**src/rtl/bottle_pkg.sv**
```systemverilog
`default_nettype none
// ============================================================================
// Package : bottle_pkg
// Brief   : Shared types, constants and BCD helpers for the bottle filler.
// Rev     : 1.0  initial release
// ============================================================================
package bottle_pkg;

  typedef enum logic [1:0] {
    IDLE  = 2'd0,
    RUN   = 2'd1,
    PAUSE = 2'd2,
    DONE  = 2'd3
  } state_t;

  localparam logic CFG_SEL_PILL = 1'b0;
  localparam logic CFG_SEL_BOT  = 1'b1;
  localparam int   BCD_W        = 4;

  // True when a single nibble is a legal BCD digit
  function automatic logic bcd_valid(input logic [BCD_W-1:0] d);
    return (d <= 4'd9);
  endfunction

  // One BCD digit step with carry: returns {carry_out, digit_out}
  function automatic logic [BCD_W:0] bcd_step(input logic [BCD_W-1:0] d, input logic cin);
    logic [BCD_W:0] r;
    r = {1'b0, d};
    if (cin) begin
      if (d == 4'd9) r = {1'b1, 4'd0};
      else           r = {1'b0, d + 4'd1};
    end
    return r;
  endfunction

endpackage
`default_nettype wire

```
**src/rtl/bottle_fill_ctrl_if.sv**
```systemverilog
`default_nettype none
// ============================================================================
// Interface : bottle_if
// Brief     : Control, config, pill and status bundle of bottle_fill_ctrl.
// Rev       : 1.0  initial release
// ============================================================================
interface bottle_if #(
  parameter int DIGITS = 2,
  parameter int LANES  = 2
);
  logic                        cfg_we;
  logic                        cfg_sel;
  logic [4*DIGITS-1:0]         cfg_val;
  logic                        start;
  logic                        hold;
  logic                        clear;
  logic [LANES-1:0]            pill_in;
  logic [LANES-1:0]            lane_ready;
  logic [LANES*4*DIGITS-1:0]   lane_cnt;
  logic [4*DIGITS-1:0]         seq_cnt;
  logic [LANES-1:0]            bottle_done;
  logic                        all_full;
  logic                        done_pulse;
  logic                        busy;
  logic                        cfg_err;

  modport master (
    output cfg_we, cfg_sel, cfg_val, start, hold, clear, pill_in,
    input  lane_ready, lane_cnt, seq_cnt, bottle_done, all_full, done_pulse, busy, cfg_err
  );

  modport slave (
    input  cfg_we, cfg_sel, cfg_val, start, hold, clear, pill_in,
    output lane_ready, lane_cnt, seq_cnt, bottle_done, all_full, done_pulse, busy, cfg_err
  );
endinterface
`default_nettype wire

```
**src/rtl/bottle_fill_ctrl_bcd_counter.sv**
```systemverilog
`default_nettype none
// ============================================================================
// Module : bcd_counter
// Brief  : DIGITS-wide BCD register with clear, load and +1; also exposes
//          the +1 value combinationally so callers can test completion.
// Rev    : 1.0  initial release
// ============================================================================
module bcd_counter
  import bottle_pkg::*;
#(
  parameter int DIGITS = 2
) (
  input  wire logic                  clk,
  input  wire logic                  rst,
  input  wire logic                  i_clr,
  input  wire logic                  i_inc,
  input  wire logic                  i_ld,
  input  wire logic [BCD_W*DIGITS-1:0] i_d,
  output logic      [BCD_W*DIGITS-1:0] o_q,
  output logic      [BCD_W*DIGITS-1:0] o_nxt
);
  localparam int W = BCD_W * DIGITS;

  logic [W-1:0] r_q;
  logic [W-1:0] w_nxt;
  logic         w_carry;
  logic [BCD_W:0] w_step;

  // Ripple a +1 through the digits, least significant first
  always_comb begin
    w_nxt   = r_q;
    w_carry = 1'b1;
    w_step  = '0;
    for (int d = 0; d < DIGITS; d++) begin
      w_step                 = bcd_step(r_q[d*BCD_W +: BCD_W], w_carry);
      w_nxt[d*BCD_W +: BCD_W] = w_step[BCD_W-1:0];
      w_carry                = w_step[BCD_W];
    end
  end

  // Count register: clear beats load beats increment
  always_ff @(posedge clk or posedge rst) begin
    if (rst)        r_q <= '0;
    else if (i_clr) r_q <= '0;
    else if (i_ld)  r_q <= i_d;
    else if (i_inc) r_q <= w_nxt;
  end

  assign o_q   = r_q;
  assign o_nxt = w_nxt;
endmodule
`default_nettype wire

```
**src/rtl/bottle_fill_ctrl.sv**
```systemverilog
`default_nettype none
// ============================================================================
// Module : bottle_fill_ctrl
// Brief  : Multi-lane pill-bottling controller: BCD targets, per-lane pill
//          counters, shared bottle counter, completion arbiter and FSM.
// Rev    : 1.0  initial release
// ============================================================================
module bottle_fill_ctrl
  import bottle_pkg::*;
#(
  parameter int DIGITS = 2,
  parameter int LANES  = 2
) (
  input  wire logic CLK,
  input  wire logic RST,
  bottle_if.slave   bus
);
  localparam int W = BCD_W * DIGITS;

  state_t           r_state, w_state_nxt;
  logic [W-1:0]     r_tgt_pill, r_tgt_bot;
  logic             r_cfg_err;
  logic [LANES-1:0] r_stall, r_bottle_done;
  logic             r_done_pulse;

  logic [LANES-1:0] w_lane_ready, w_acc, w_comp, w_grant;
  logic [W-1:0]     w_lane_q   [LANES];
  logic [W-1:0]     w_lane_nxt [LANES];
  logic [W-1:0]     w_seq_q, w_seq_chain;
  logic [BCD_W:0]   w_step;
  logic             w_carry, w_cfg_ok, w_tgt_ok, w_start_ok, w_zero, w_cfg_open, w_finish;

  assign w_tgt_ok   = (r_tgt_pill != '0) && (r_tgt_bot != '0);
  assign w_start_ok = bus.start && !bus.clear && w_tgt_ok;
  assign w_zero     = bus.clear || w_start_ok;
  assign w_cfg_open = (r_state == IDLE) || (r_state == DONE);
  assign w_acc      = bus.pill_in & w_lane_ready;

  // Every nibble of an incoming config word must be a legal BCD digit
  always_comb begin
    w_cfg_ok = 1'b1;
    for (int d = 0; d < DIGITS; d++)
      if (!bcd_valid(bus.cfg_val[d*BCD_W +: BCD_W])) w_cfg_ok = 1'b0;
  end

  // Completion arbiter: lowest lane first, each grant steps the bottle count
  // once more; stop granting when the chained count hits the bottle target
  always_comb begin
    w_comp      = '0;
    w_grant     = '0;
    w_seq_chain = w_seq_q;
    w_carry     = 1'b0;
    w_step      = '0;
    for (int i = 0; i < LANES; i++) begin
      w_comp[i] = w_acc[i] && (w_lane_nxt[i] == r_tgt_pill);
      if (w_comp[i] && (w_seq_chain != r_tgt_bot)) begin
        w_grant[i] = 1'b1;
        w_carry    = 1'b1;
        for (int d = 0; d < DIGITS; d++) begin
          w_step                         = bcd_step(w_seq_chain[d*BCD_W +: BCD_W], w_carry);
          w_seq_chain[d*BCD_W +: BCD_W] = w_step[BCD_W-1:0];
          w_carry                        = w_step[BCD_W];
        end
      end
    end
    w_finish = (w_grant != '0) && (w_seq_chain == r_tgt_bot);
  end

  // State register
  always_ff @(posedge CLK or posedge RST) begin
    if (RST) r_state <= IDLE;
    else     r_state <= w_state_nxt;
  end

  // Next state: clear, then start, then finishing, then hold
  always_comb begin
    w_state_nxt = r_state;
    if (bus.clear)       w_state_nxt = IDLE;
    else if (bus.start) begin
      if (w_tgt_ok)      w_state_nxt = RUN;
    end else begin
      case (r_state)
        RUN:   if (w_finish) w_state_nxt = DONE;
               else if (bus.hold) w_state_nxt = PAUSE;
        PAUSE: if (!bus.hold) w_state_nxt = RUN;
        default: w_state_nxt = r_state;
      endcase
    end
  end

  // State-decoded outputs
  always_comb begin
    w_lane_ready = (r_state == RUN) ? ~r_stall : '0;
    bus.busy     = (r_state == RUN) || (r_state == PAUSE);
    bus.all_full = (r_state == DONE);
  end

  // Target registers and config error flag; a start decision overrides a write
  always_ff @(posedge CLK or posedge RST) begin
    if (RST) begin
      r_tgt_pill <= '0;
      r_tgt_bot  <= '0;
      r_cfg_err  <= 1'b0;
    end else begin
      if (bus.cfg_we && w_cfg_open) begin
        if (w_cfg_ok) begin
          if (bus.cfg_sel == CFG_SEL_BOT) r_tgt_bot  <= bus.cfg_val;
          else                            r_tgt_pill <= bus.cfg_val;
          r_cfg_err <= 1'b0;
        end else begin
          r_cfg_err <= 1'b1;
        end
      end
      if (bus.start && !bus.clear) r_cfg_err <= !w_tgt_ok;
    end
  end

  // Lane stalls, bottle_done pulses and the DONE entry pulse
  always_ff @(posedge CLK or posedge RST) begin
    if (RST) begin
      r_stall       <= '0;
      r_bottle_done <= '0;
      r_done_pulse  <= 1'b0;
    end else begin
      r_done_pulse <= (w_state_nxt == DONE) && (r_state != DONE);
      if (w_zero) begin
        r_stall       <= '0;
        r_bottle_done <= '0;
      end else begin
        r_stall       <= r_stall | (w_comp & ~w_grant);
        r_bottle_done <= w_grant;
      end
    end
  end

  // A rejected completion still increments, parking the lane at its target
  for (genvar i = 0; i < LANES; i++) begin : g_lane
    bcd_counter #(.DIGITS(DIGITS)) u_lane (
      .clk   (CLK),
      .rst   (RST),
      .i_clr (w_zero || w_grant[i]),
      .i_inc (w_acc[i] && !w_grant[i]),
      .i_ld  (1'b0),
      .i_d   ('0),
      .o_q   (w_lane_q[i]),
      .o_nxt (w_lane_nxt[i])
    );
    assign bus.lane_cnt[i*W +: W] = w_lane_q[i];
  end

  bcd_counter #(.DIGITS(DIGITS)) u_seq (
    .clk   (CLK),
    .rst   (RST),
    .i_clr (w_zero),
    .i_inc (1'b0),
    .i_ld  (w_grant != '0),
    .i_d   (w_seq_chain),
    .o_q   (w_seq_q),
    .o_nxt ()
  );

  assign bus.seq_cnt     = w_seq_q;
  assign bus.lane_ready  = w_lane_ready;
  assign bus.bottle_done = r_bottle_done;
  assign bus.done_pulse  = r_done_pulse;
  assign bus.cfg_err     = r_cfg_err;
endmodule
`default_nettype wire

```
**src/flat_wrapper.sv**
```systemverilog
// flat-port wrapper written by rule: the top's interface ports become plain ports
module bottle_fill_ctrl_flat import bottle_pkg::*;
#(
  parameter int DIGITS = 2,
  parameter int LANES  = 2
)
  (CLK, RST, bus_cfg_we, bus_cfg_sel, bus_cfg_val, bus_start, bus_hold, bus_clear, bus_pill_in, bus_lane_ready, bus_lane_cnt, bus_seq_cnt, bus_bottle_done, bus_all_full, bus_done_pulse, bus_busy, bus_cfg_err);
  bottle_if #(.DIGITS(DIGITS), .LANES(LANES)) bus_i ();
  input  wire logic CLK;
  input  wire logic RST;
  input wire logic [$bits(bus_i.cfg_we)-1:0] bus_cfg_we;
  input wire logic [$bits(bus_i.cfg_sel)-1:0] bus_cfg_sel;
  input wire logic [$bits(bus_i.cfg_val)-1:0] bus_cfg_val;
  input wire logic [$bits(bus_i.start)-1:0] bus_start;
  input wire logic [$bits(bus_i.hold)-1:0] bus_hold;
  input wire logic [$bits(bus_i.clear)-1:0] bus_clear;
  input wire logic [$bits(bus_i.pill_in)-1:0] bus_pill_in;
  output wire logic [$bits(bus_i.lane_ready)-1:0] bus_lane_ready;
  output wire logic [$bits(bus_i.lane_cnt)-1:0] bus_lane_cnt;
  output wire logic [$bits(bus_i.seq_cnt)-1:0] bus_seq_cnt;
  output wire logic [$bits(bus_i.bottle_done)-1:0] bus_bottle_done;
  output wire logic [$bits(bus_i.all_full)-1:0] bus_all_full;
  output wire logic [$bits(bus_i.done_pulse)-1:0] bus_done_pulse;
  output wire logic [$bits(bus_i.busy)-1:0] bus_busy;
  output wire logic [$bits(bus_i.cfg_err)-1:0] bus_cfg_err;
  assign bus_i.cfg_we = bus_cfg_we;
  assign bus_i.cfg_sel = bus_cfg_sel;
  assign bus_i.cfg_val = bus_cfg_val;
  assign bus_i.start = bus_start;
  assign bus_i.hold = bus_hold;
  assign bus_i.clear = bus_clear;
  assign bus_i.pill_in = bus_pill_in;
  assign bus_lane_ready = bus_i.lane_ready;
  assign bus_lane_cnt = bus_i.lane_cnt;
  assign bus_seq_cnt = bus_i.seq_cnt;
  assign bus_bottle_done = bus_i.bottle_done;
  assign bus_all_full = bus_i.all_full;
  assign bus_done_pulse = bus_i.done_pulse;
  assign bus_busy = bus_i.busy;
  assign bus_cfg_err = bus_i.cfg_err;
  bottle_fill_ctrl #(.DIGITS(DIGITS), .LANES(LANES)) u_core (.CLK(CLK), .RST(RST), .bus(bus_i));
endmodule
```
**config.mk**
```make
export PLATFORM = sky130hd
export DESIGN_NAME = bottle_fill_ctrl_flat
export DESIGN_NICKNAME = d
export VERILOG_FILES = /design/src/rtl/bottle_pkg.sv /design/src/rtl/bottle_fill_ctrl_if.sv /design/src/rtl/bottle_fill_ctrl_bcd_counter.sv /design/src/rtl/bottle_fill_ctrl.sv /design/src/flat_wrapper.sv
export SDC_FILE = /design/constraint.sdc
export NUM_CORES = 1
export LEC_CHECK = 0
export CORE_UTILIZATION = 25
export CTS_BUF_LIST = sky130_fd_sc_hd__clkbuf_4
export DETAILED_ROUTE_END_ITERATION = 7
export DONT_BUFFER_PORTS = 1
export PLACE_DENSITY = 0.36
export SKIP_LAST_GASP = 1
export SYNTH_ARGS = -nofsm -noshare
export SYNTH_HDL_FRONTEND = slang
export SYNTH_SLANG_ARGS = --single-unit
```
**constraint.sdc**
```tcl
create_clock -name CLK -period 5.5 [get_ports CLK]
set_input_delay 0.55 -clock CLK [delete_from_list [all_inputs] [get_ports CLK]]
set_output_delay 0.55 -clock CLK [all_outputs]
set_load 0.03 [all_outputs]
```
==> results.json, run 1 <==
{
  "status": "finished, final reports clean",
  "grt_max_degree": 49,
  "synth_top_family_by_area": "simple AND/OR/NAND/NOR gates",
  "syn_inst": 486,
  "die_h_um": 130,
  "synth_area_sq_mm": 0.00410,
  "relSlewSlack_pct": 31.9,
  "wirelength_mm": 12.3,
  "yosys.area_share.simple_pct": 24.6,
  "cp-end-kind": "register",
  "startpoint_type": "register",
  "synth_ff_type": "dfrtp_1",
  "setup_viol": 0,
  "hp-class": "primary input to asynchronous set/reset pin",
  "cap_violations": 0,
  "ir_drop_v": 0.0000973,
  "cts_buffers": 5,
  "place_area_sq_mm": 0.00439,
  "ys_seq_area_share_pct": 29.3,
  "drtAntennaViolNets": 0,
  "clk_latency_ns": 0.42,
  "synth_compound_area_share_pct": 20.7,
  "finalCritPeriodShare_pct": 90.3,
  "avgRoutedWirePerCell_um": 17.5,
  "synth_top_area_share_pct": 29.3,
  "start_util_pct": 25.7,
  "synth_fp_nets": 516,
  "antenna_found_initial": 1,
  "synth_xor_xnor_area_share_pct": 8.46,
  "muxShareOfSynthArea_pct": 8.74,
  "drv_slew": 0,
  "fin_util_pct": 27.9,
  "p_total_mw": 1.04,
  "via_per_inst": 4.99,
  "dr_total_vias": 3516,
  "rr_worst_depth": 16,
  "power.density_mw_per_mm2": 234,
  "fp.dieArea_sq_mm": 0.0169,
  "dp.cells": 696,
  "io_pins": 49,
  "gp_congestion": 0.823,
  "critPathMaxFanout": 12,
  "nets": 517,
  "arrival_ns": 5.29,
  "clockBufferDepth": 2,
  "post-cts-setup-buffer-count": 0,
  "synth_cell_type_count": 71,
  "port-buffer-count": 0,
  "coreArea_sq_mm": 0.0159,
  "worst_pin_slew_ns": 1.02,
  "stdcell_count": 705,
  "hold_viol": 0,
  "rows": 46,
  "fmax_ghz": 0.201,
  "p_leak_nw": 1.72,
  "drt_pass1_iterations": 4,
  "synth_area_leaders": "dfrtp_1 29%, mux2_2 4.9%, xnor2_1 4.9%",
  "cts_tree": "built",
  "chipWidth_um": 130,
  "first_iter_violations": 162,
  "grt_pass1_vias": 3302,
  "ys_ff_latch": 48,
  "synthAdderAreaFrac_pct": 3.97,
  "dp_hpwl_mm": 9.65,
  "worst_slack_ns": 0.533,
  "ys_warn_count": 0,
  "fin_crit_ns": 4.97,
  "clkSinkCount": 48,
  "criticalPathCategory": "register to register",
  "h-tree-depth": 2,
  "track_usage_pct": 15.2,
  "fin_tns_setup_ns": 0,
  "drive_gt1_share_pct": 12.1,
  "pre_cts_ws_ns": 0.474,
  "grt_pass1_wl_mm": 19.2,
  "grt_overflow": 0,
  "whs_ns": 0.182,
  "cts-root-buf": "clkbuf_4",
  "synth.largest_area_cell": "dfrtp_1",
  "required_ns": 5.82,
  "area.growth.synth_to_final_pct": 8.70,
  "clkTransAtPathRegs_ns": 0.17,
  "skew_ns": 0.0183,
  "rsz0062_at_grt": "false",
  "final_area_sq_mm": 0.00445,
  "synth_edf_count": 0,
  "drc": 0,
  "async_flop_share_pct": 100,
  "avgSynthCellArea_sq_um": 8.43
}
[path summary, 6_finish.rpt]
path / from / end / slack, ns
worst min register to register: u_core.r_stall[0] / u_core.r_stall[0] / 0.53
min in group CLK: bus_cfg_val[1] / u_core.r_tgt_pill[1] / 0.26
worst max register to register: u_core.g_lane[0].u_lane.o_q[5] / u_core.bus.done_pulse / 0.53
worst max-delay path: u_core.g_lane[0].u_lane.o_q[5] / u_core.bus.done_pulse / 0.53
worst min-delay path: RST / u_core.r_tgt_pill[6] / 0.18
max in group asynchronous: RST / u_core.u_seq.o_q[1] / 4.87
[state kept, by name, summed over array words and instances, names as in the netlist]
name                      cells
u_core.g_lane.u_lane.o_q     16
u_core.r_state                2
u_core.bus.done_pulse         1
u_core.r_tgt_bot              8
u_core.u_seq.o_q              8
u_core.bus.bottle_done        2
u_core.bus.cfg_err            1
u_core.r_tgt_pill             8
u_core.r_stall                2
[worst max-delay path, stage by stage (launching register included)]
cell and delay, ns:
dfrtp_1 0.61, inv_1 0.12, ha_1 0.23, and3b_1 0.22, nor4b_1 0.29, nor3_1 0.10
or3_4 0.44, a2111oi_4 0.40, buf_4 0.25, mux2_2 0.23, ha_1 0.22, o211ai_1 0.41
a211oi_4 0.47, mux2i_1 0.19, nor4_2 0.27, nand3_1 0.17, o31ai_1 0.27
[kinds of logic (layout without fill, tap and decap cells)]
kind of cell / Yosys count / count (layout)
and+or+nand+nor: 189 / 189
AOI/OAI and AO/OA: 123 / 123
DFF: 48 / 48
buffers and inverters: 42 / 44
xor gates and xnor gates: 38 / 38
muxes: 33 / 33
adders and majority gates: 13 / 13
other: 0 / 1
[cell usage in the layout (no fill, tap or decap), types with 14 or more instances in the layout]
cell type,count
nand3_1,16
nor2_1,39
xor2_1,14
nand2_1,38
a21oi_1,38
nor3_1,22
o21ai_0,25
mux2_2,18
dfrtp_1,48
mux2i_1,14
buf_4,17
xnor2_1,23
inv_1,18
[power breakdown]
part / internal [mW] / leakage (nW) / switching (mW) / total, mW
logic: 0.155 / 1.05 / 0.179 / 0.334
registers: 0.399 / 0.634 / 0.120 / 0.519
clock network: 0.0497 / 0.0330 / 0.139 / 0.189
[cell usage after synthesis (all sizes together) (16+ instances only)]
cell and number:
nor2 39, xnor2 23, nand3 16, mux2 19
inv 19, a21oi 38, nand2 38, o21ai 27
dfrtp 48, clkbuf 19, nor3 23
[layer usage]
layer	up-vias	wire length, um	GRT usage (%)
met4	0	110	3.28
li1	1769	-	-
met5	-	0	0
met1	1701	6240	21.4
met3	6	473	3.81
met2	40	5500	23.4
[final cells by class]
type | instances | area (sq um)
Timing Repair Buffer | 17 | 128
Clock buffer | 5 | 37.5
Inverter | 19 | 71.3
Clock inverter | 3 | 17.5
Multi-Input combinational cell | 396 | 2730
Tap cell | 216 | 270
Sequential cell | 48 | 1200
Fill cell | 1733 | 11500
Antenna cell | 1 | 2.50
[what timing repair did]
action,CTS,global route
endpoints found under the setup margin,0,2
resized for setup,0,1
hold buffers,0,0
No activity file was read; power rests on OpenSTA's default activity.
==> inputs of run 2 (changes only) <==
==> constraint.sdc (replaced) <==
create_clock -name CLK -period 6.2 [get_ports CLK]
set_input_delay 0.62 -clock CLK [delete_from_list [all_inputs] [get_ports CLK]]
set_output_delay 0.62 -clock CLK [all_outputs]
set_load 0.03 [all_outputs]
==> run 2 against run 1 <==
- register-to-register slack better by 0.42 ns
- sequential cell count stayed put
- design area is 2.1% lower
- critical path type unchanged
==> results.json, run 2 (synthesis results as in run 1) <==
{
  "power.density_mw_per_mm2": 212,
  "ir_drop_v": 0.000118,
  "track_usage_pct": 15.5,
  "first_iter_violations": 258,
  "worst_slack_ns": 0.951,
  "io_pins": 49,
  "clk_latency_ns": 0.41,
  "dr_total_vias": 3528,
  "worst_path_max_delay_cell": "a211oi_1",
  "cts-root-buf": "clkbuf_4",
  "hold_viol": 0,
  "whs_ns": 0.265,
  "cp-end-kind": "register",
  "finalCritPeriodShare_pct": 84.7,
  "final_cell_mix": "48 x dfrtp_1, 39 x nor2_1, 38 x nand2_1, 38 x a21oi_1, 25 x o21ai_0",
  "skew_ns": 0.0171,
  "h-tree-depth": 2,
  "criticalPathCategory": "register to register",
  "final_common_cell": "dfrtp_1",
  "stdcell_count": 693,
  "clkSinkCount": 48,
  "area.growth.synth_to_final_pct": 6.48,
  "drive_gt1_share_pct": 9.87,
  "fmax_ghz": 0.191,
  "fin_tns_setup_ns": 0,
  "drv_slew": 0,
  "fillerInstances": 1738,
  "grt_pass1_wl_mm": 19.5,
  "status": "finished, final reports clean",
  "required_ns": 6.51,
  "start_util_pct": 25.7,
  "drc": 0,
  "drt_pass1_iterations": 4,
  "grt_pass1_vias": 3426,
  "dp_hpwl_mm": 9.53,
  "relSlewSlack_pct": 29.7,
  "avgRoutedWirePerCell_um": 18.1,
  "wirelength_mm": 12.5,
  "port-buffer-count": 0,
  "critPathMaxFanout": 12,
  "clkTransAtPathRegs_ns": 0.17,
  "gp_congestion": 0.798,
  "drtAntennaViolNets": 0,
  "hp-class": "primary input to asynchronous set/reset pin",
  "clockBufferDepth": 2,
  "via_per_inst": 5.09,
  "path_cells": "inv_1 > ha_1 > nor2b_1 > buf_4 > nand2_1 > a211oi_1 > nand2_1 > a2111oi_4 > buf_4 > mux2i_1 > inv_1 > ha_1 > o211ai_1 > and3_1 > o22a_1 > mux2i_1 > nor4_2 > nand3_1 > o31ai_1",
  "cap_violations": 0,
  "worst_pin_slew_ns": 1.05,
  "fp.dieArea_sq_mm": 0.0169,
  "p_leak_nw": 1.65,
  "die_h_um": 130,
  "dp.cells": 684,
  "cts_tree": "built",
  "nets": 505,
  "setup_viol": 0,
  "critPathMaxStageDelay_ns": 0.51,
  "pre_cts_ws_ns": 0.976,
  "antenna_found_initial": 1,
  "largest_reg_flops": 16,
  "holdBufCountCts": 0,
  "ctsResizeCount": 0,
  "post-cts-setup-buffer-count": 0,
  "arrival_ns": 5.56,
  "fin_crit_ns": 5.25,
  "grt_max_degree": 49,
  "rsz0062_at_grt": "false",
  "rows": 46,
  "coreArea_sq_mm": 0.0159,
  "startpoint_type": "register",
  "cts_buffers": 5,
  "chipWidth_um": 130,
  "grt_overflow": 0
}
==> run 2: cell count changes in the layout (fill, tap and decap cells not counted) <==
cell | before | now
buf_4 | 17 | 5
a2111oi_0 | 3 | 4
a2111oi_1 | 1 | 0
==> run 2: metrics by stage <==
step                      power [mW]  utilization [%]  cell area, sq um
final                          0.923             27.4              4360
after floorplan                0.676                -              4100
after CTS                      0.942             27.3              4360
after global routing           0.992             27.4              4360
after detailed placement       0.767             27.0              4300
after global placement         0.764             27.0              4300
==> run 2: metal layers <==
metal	wire [um]	GRT usage, %	part of all wire [%]
met1	6130	21.6	49
met3	746	4.02	6.0
met2	5400	23.2	43
met5	0	0	0
met4	236	4.51	1.9
==> run 2: layout make-up <==
class | count | area (sq um) | area share [%]
multi-input cells | 396 | 2720 | 62.4
flip-flops and latches | 48 | 1200 | 27.5
well taps | 216 | 270 | 6.20
inverters | 19 | 71.3 | 1.64
clock buffers | 5 | 37.5 | 0.861
repair buffers | 5 | 37.5 | 0.861
clock inverters | 3 | 17.5 | 0.402
diodes | 1 | 2.50 | 0.0574
==> run 2: power by group <==
part	leakage [nW]	total, mW	internal (mW)	switching (mW)
Combinational	0.985	0.294	0.135	0.159
Clock	0.0330	0.165	0.0441	0.121
Sequential	0.634	0.464	0.354	0.111
Total	1.65	0.923	0.533	0.390
==> run 2: path summary, 6_finish.rpt <==
path / startpoint / to / slack (ns) / cells past startpoint
worst max-delay path: u_core.r_state[1] / u_core.bus.done_pulse / 0.95 / 19
worst min-delay path: RST / u_core.r_tgt_pill[6] / 0.26 / 2
worst max register to register: u_core.r_state[1] / u_core.bus.done_pulse / 0.95 / 19
worst min register to register: u_core.r_stall[0] / u_core.r_stall[0] / 0.52 / 2
max in group asynchronous: RST / u_core.r_tgt_bot[3] / 5.48 / 2
min in group CLK: bus_cfg_val[1] / u_core.r_tgt_pill[1] / 0.33 / 2
==> run 2: critical path, delay by kind of cell, from the launching register on <==
family / cells / cell delay, ns
buf+inv: 4 / 0.67
fa+ha+maj: 2 / 0.57
simple gates: 6 / 1.11
compound gates: 5 / 1.73
flops: 1 / 0.47
mux: 2 / 0.60
==> inputs of run 3 (changes only) <==
==> constraint.sdc (replaced) <==
create_clock -name CLK -period 5 [get_ports CLK]
set_input_delay 0.5 -clock CLK [delete_from_list [all_inputs] [get_ports CLK]]
set_output_delay 0.5 -clock CLK [all_outputs]
set_load 0.03 [all_outputs]
==> run 3 against run 2 <==
- fmax grew 14%
- sequential share of layout area fell by 1.3 points
- hold slack got worse by 0.13 ns
- combinational power increased by 41%
- cell count is 4.0% higher
- power up 27%
- global-route usage up 0.56 points
- first-iteration DRC count shrank 8.1%
- largest cell class unchanged
- largest power group unchanged
- highest routed layer unchanged
==> results.json, run 3 (synthesis results as in run 1) <==
{
  "grt_pass1_vias": 3581,
  "rsz0062_at_grt": "false",
  "cp-end-kind": "register",
  "top_usage_layer": "met2",
  "rr_worst_depth": 16,
  "track_usage_pct": 16.0,
  "relSlewSlack_pct": 49.5,
  "hp-class": "primary input to asynchronous set/reset pin",
  "clkTransAtPathRegs_ns": 0.16,
  "whs_ns": 0.138,
  "criticalPathCategory": "register to register",
  "grt_max_degree": 49,
  "use_met1_pct": 21.2,
  "largest_reg_flops": 16,
  "grt_overflow": 0,
  "grt_pass1_wl_mm": 20.3,
  "stdcell_count": 721,
  "clkSinkCount": 48,
  "p_total_mw": 1.17,
  "dp.cells": 710,
  "ir_drop_v": 0.000138,
  "hold_viol": 0,
  "drv_slew": 0,
  "r2r_end": "u_core.bus.done_pulse",
  "worst_pin_slew_ns": 0.756,
  "met2_usage_pct": 26.7,
  "clk_latency_ns": 0.41,
  "coreArea_sq_mm": 0.0159,
  "met3_usage_pct": 3.40,
  "drive_gt1_share_pct": 15.3,
  "p_leak_nw": 1.80,
  "die_h_um": 130,
  "reg2reg_from": "u_core.g_lane[0].u_lane.o_q[0]",
  "fin_crit_ns": 4.59,
  "fin_tns_setup_ns": 0,
  "arrival_ns": 4.91,
  "io_pins": 49,
  "startpoint_type": "register",
  "clockBufferDepth": 2,
  "drt_pass1_iterations": 5,
  "finalCritPeriodShare_pct": 91.9,
  "cts_buffers": 5,
  "drc": 0,
  "antenna_found_initial": 1,
  "power.density_mw_per_mm2": 256,
  "drtAntennaViolNets": 0,
  "first_iter_violations": 237,
  "r2r_slack_ns": 0.41,
  "dp_hpwl_mm": 9.98,
  "port-buffer-count": 0,
  "avgRoutedWirePerCell_um": 17.8,
  "cap_violations": 0,
  "h-tree-depth": 2,
  "fillerInstances": 1714,
  "dr_total_vias": 3634,
  "setup_viol": 0,
  "gp_congestion": 0.889,
  "final_area_sq_mm": 0.00458,
  "final_cell_mix": "48 x dfrtp_1, 39 x nor2_1, 38 x nand2_1",
  "multi_input_area_sq_mm": 0.00273,
  "cts_tree": "built",
  "required_ns": 5.32,
  "via_per_inst": 5.04,
  "wirelength_mm": 12.9,
  "fmax_ghz": 0.218,
  "chipWidth_um": 130,
  "seq_area_sq_mm": 0.00120,
  "fp.dieArea_sq_mm": 0.0169,
  "skew_ns": 0.0138,
  "nets": 533,
  "rows": 46,
  "area.growth.synth_to_final_pct": 11.8,
  "final_common_cell": "dfrtp_1",
  "critPathMaxFanout": 10,
  "holdBufCountCts": 0,
  "place_area_sq_mm": 0.00450,
  "status": "finished, final reports clean",
  "start_util_pct": 25.7,
  "cts-root-buf": "clkbuf_4"
}
-- run 3: cell types whose count changed in the layout (fill, tap and decap cells not counted), sizes merged --
cell,previous run,this run
buf,5,33
-- run 3: per-layer routing --
metal | wire length, um | up-vias | share of wire, %
met5 | 0 | - | 0
met4 | 100 | 0 | 0.78
met3 | 615 | 8 | 4.8
met2 | 6010 | 77 | 47
met1 | 6120 | 1750 | 48
li1 | - | 1799 | -
-- run 3: critical path, stage by stage (launching register included) --
cell	delay (ns)
dfrtp_1	0.56
and4bb_4	0.34
mux2_4	0.33
and2_4	0.16
or3_4	0.41
a2111oi_4	0.34
buf_4	0.20
mux2_2	0.38
ha_1	0.23
o211ai_1	0.34
buf_4	0.26
nand2_1	0.05
nor2_1	0.11
o41ai_1	0.09
nor4_2	0.21
nand3_1	0.18
o31ai_1	0.28
-- run 3: stage by stage --
| step | utilization (%) | setup slack (ns) |
|---|---|---|
| floorplan | - | 0.345 |
| global placement | 28.2 | 0.453 |
| detailed placement | 28.2 | 0.354 |
| CTS | 28.6 | 0.312 |
| global route | 28.7 | 0.00246 |
| finish | 28.7 | 0.406 |
-- run 3: cell type report --
class	count	share of cell area (%)
Multi-Input combinational cell	396	59.6
Sequential cell	48	26.2
Tap cell	216	5.90
Timing Repair Buffer	33	5.41
Inverter	19	1.56
Clock buffer	5	0.820
Clock inverter	3	0.383
Antenna cell	1	0.0546
-- run 3: worst max-delay path by stage --
stage,to,startpoint,cells after the start
2_1_floorplan,u_core.bus.done_pulse,u_core.r_state[1],18
3_3_place_gp,u_core.bus.done_pulse,u_core.g_lane[0].u_lane.o_q[0],15
3_5_place_dp,u_core.bus.done_pulse,u_core.g_lane[0].u_lane.o_q[0],15
4_1_cts,u_core.bus.done_pulse,u_core.g_lane[0].u_lane.o_q[0],15
5_1_grt,u_core.bus.done_pulse,u_core.g_lane[0].u_lane.o_q[0],17
6_report,u_core.bus.done_pulse,u_core.g_lane[0].u_lane.o_q[0],16
-- run 3: what timing repair did --
item / CTS / global route
hold endpoints to repair: 0 / 0
setup endpoints to repair: 0 / 3
buffers inserted: 0 / 2
resized for setup: 0 / 2
-- run 3: where the power goes --
| group | switching, mW | internal [mW] | leakage (nW) | total [mW] |
|---|---|---|---|---|
| Combinational | 0.229 | 0.187 | 1.13 | 0.416 |
| Clock | 0.150 | 0.0546 | 0.0330 | 0.204 |
| Sequential | 0.112 | 0.439 | 0.634 | 0.552 |
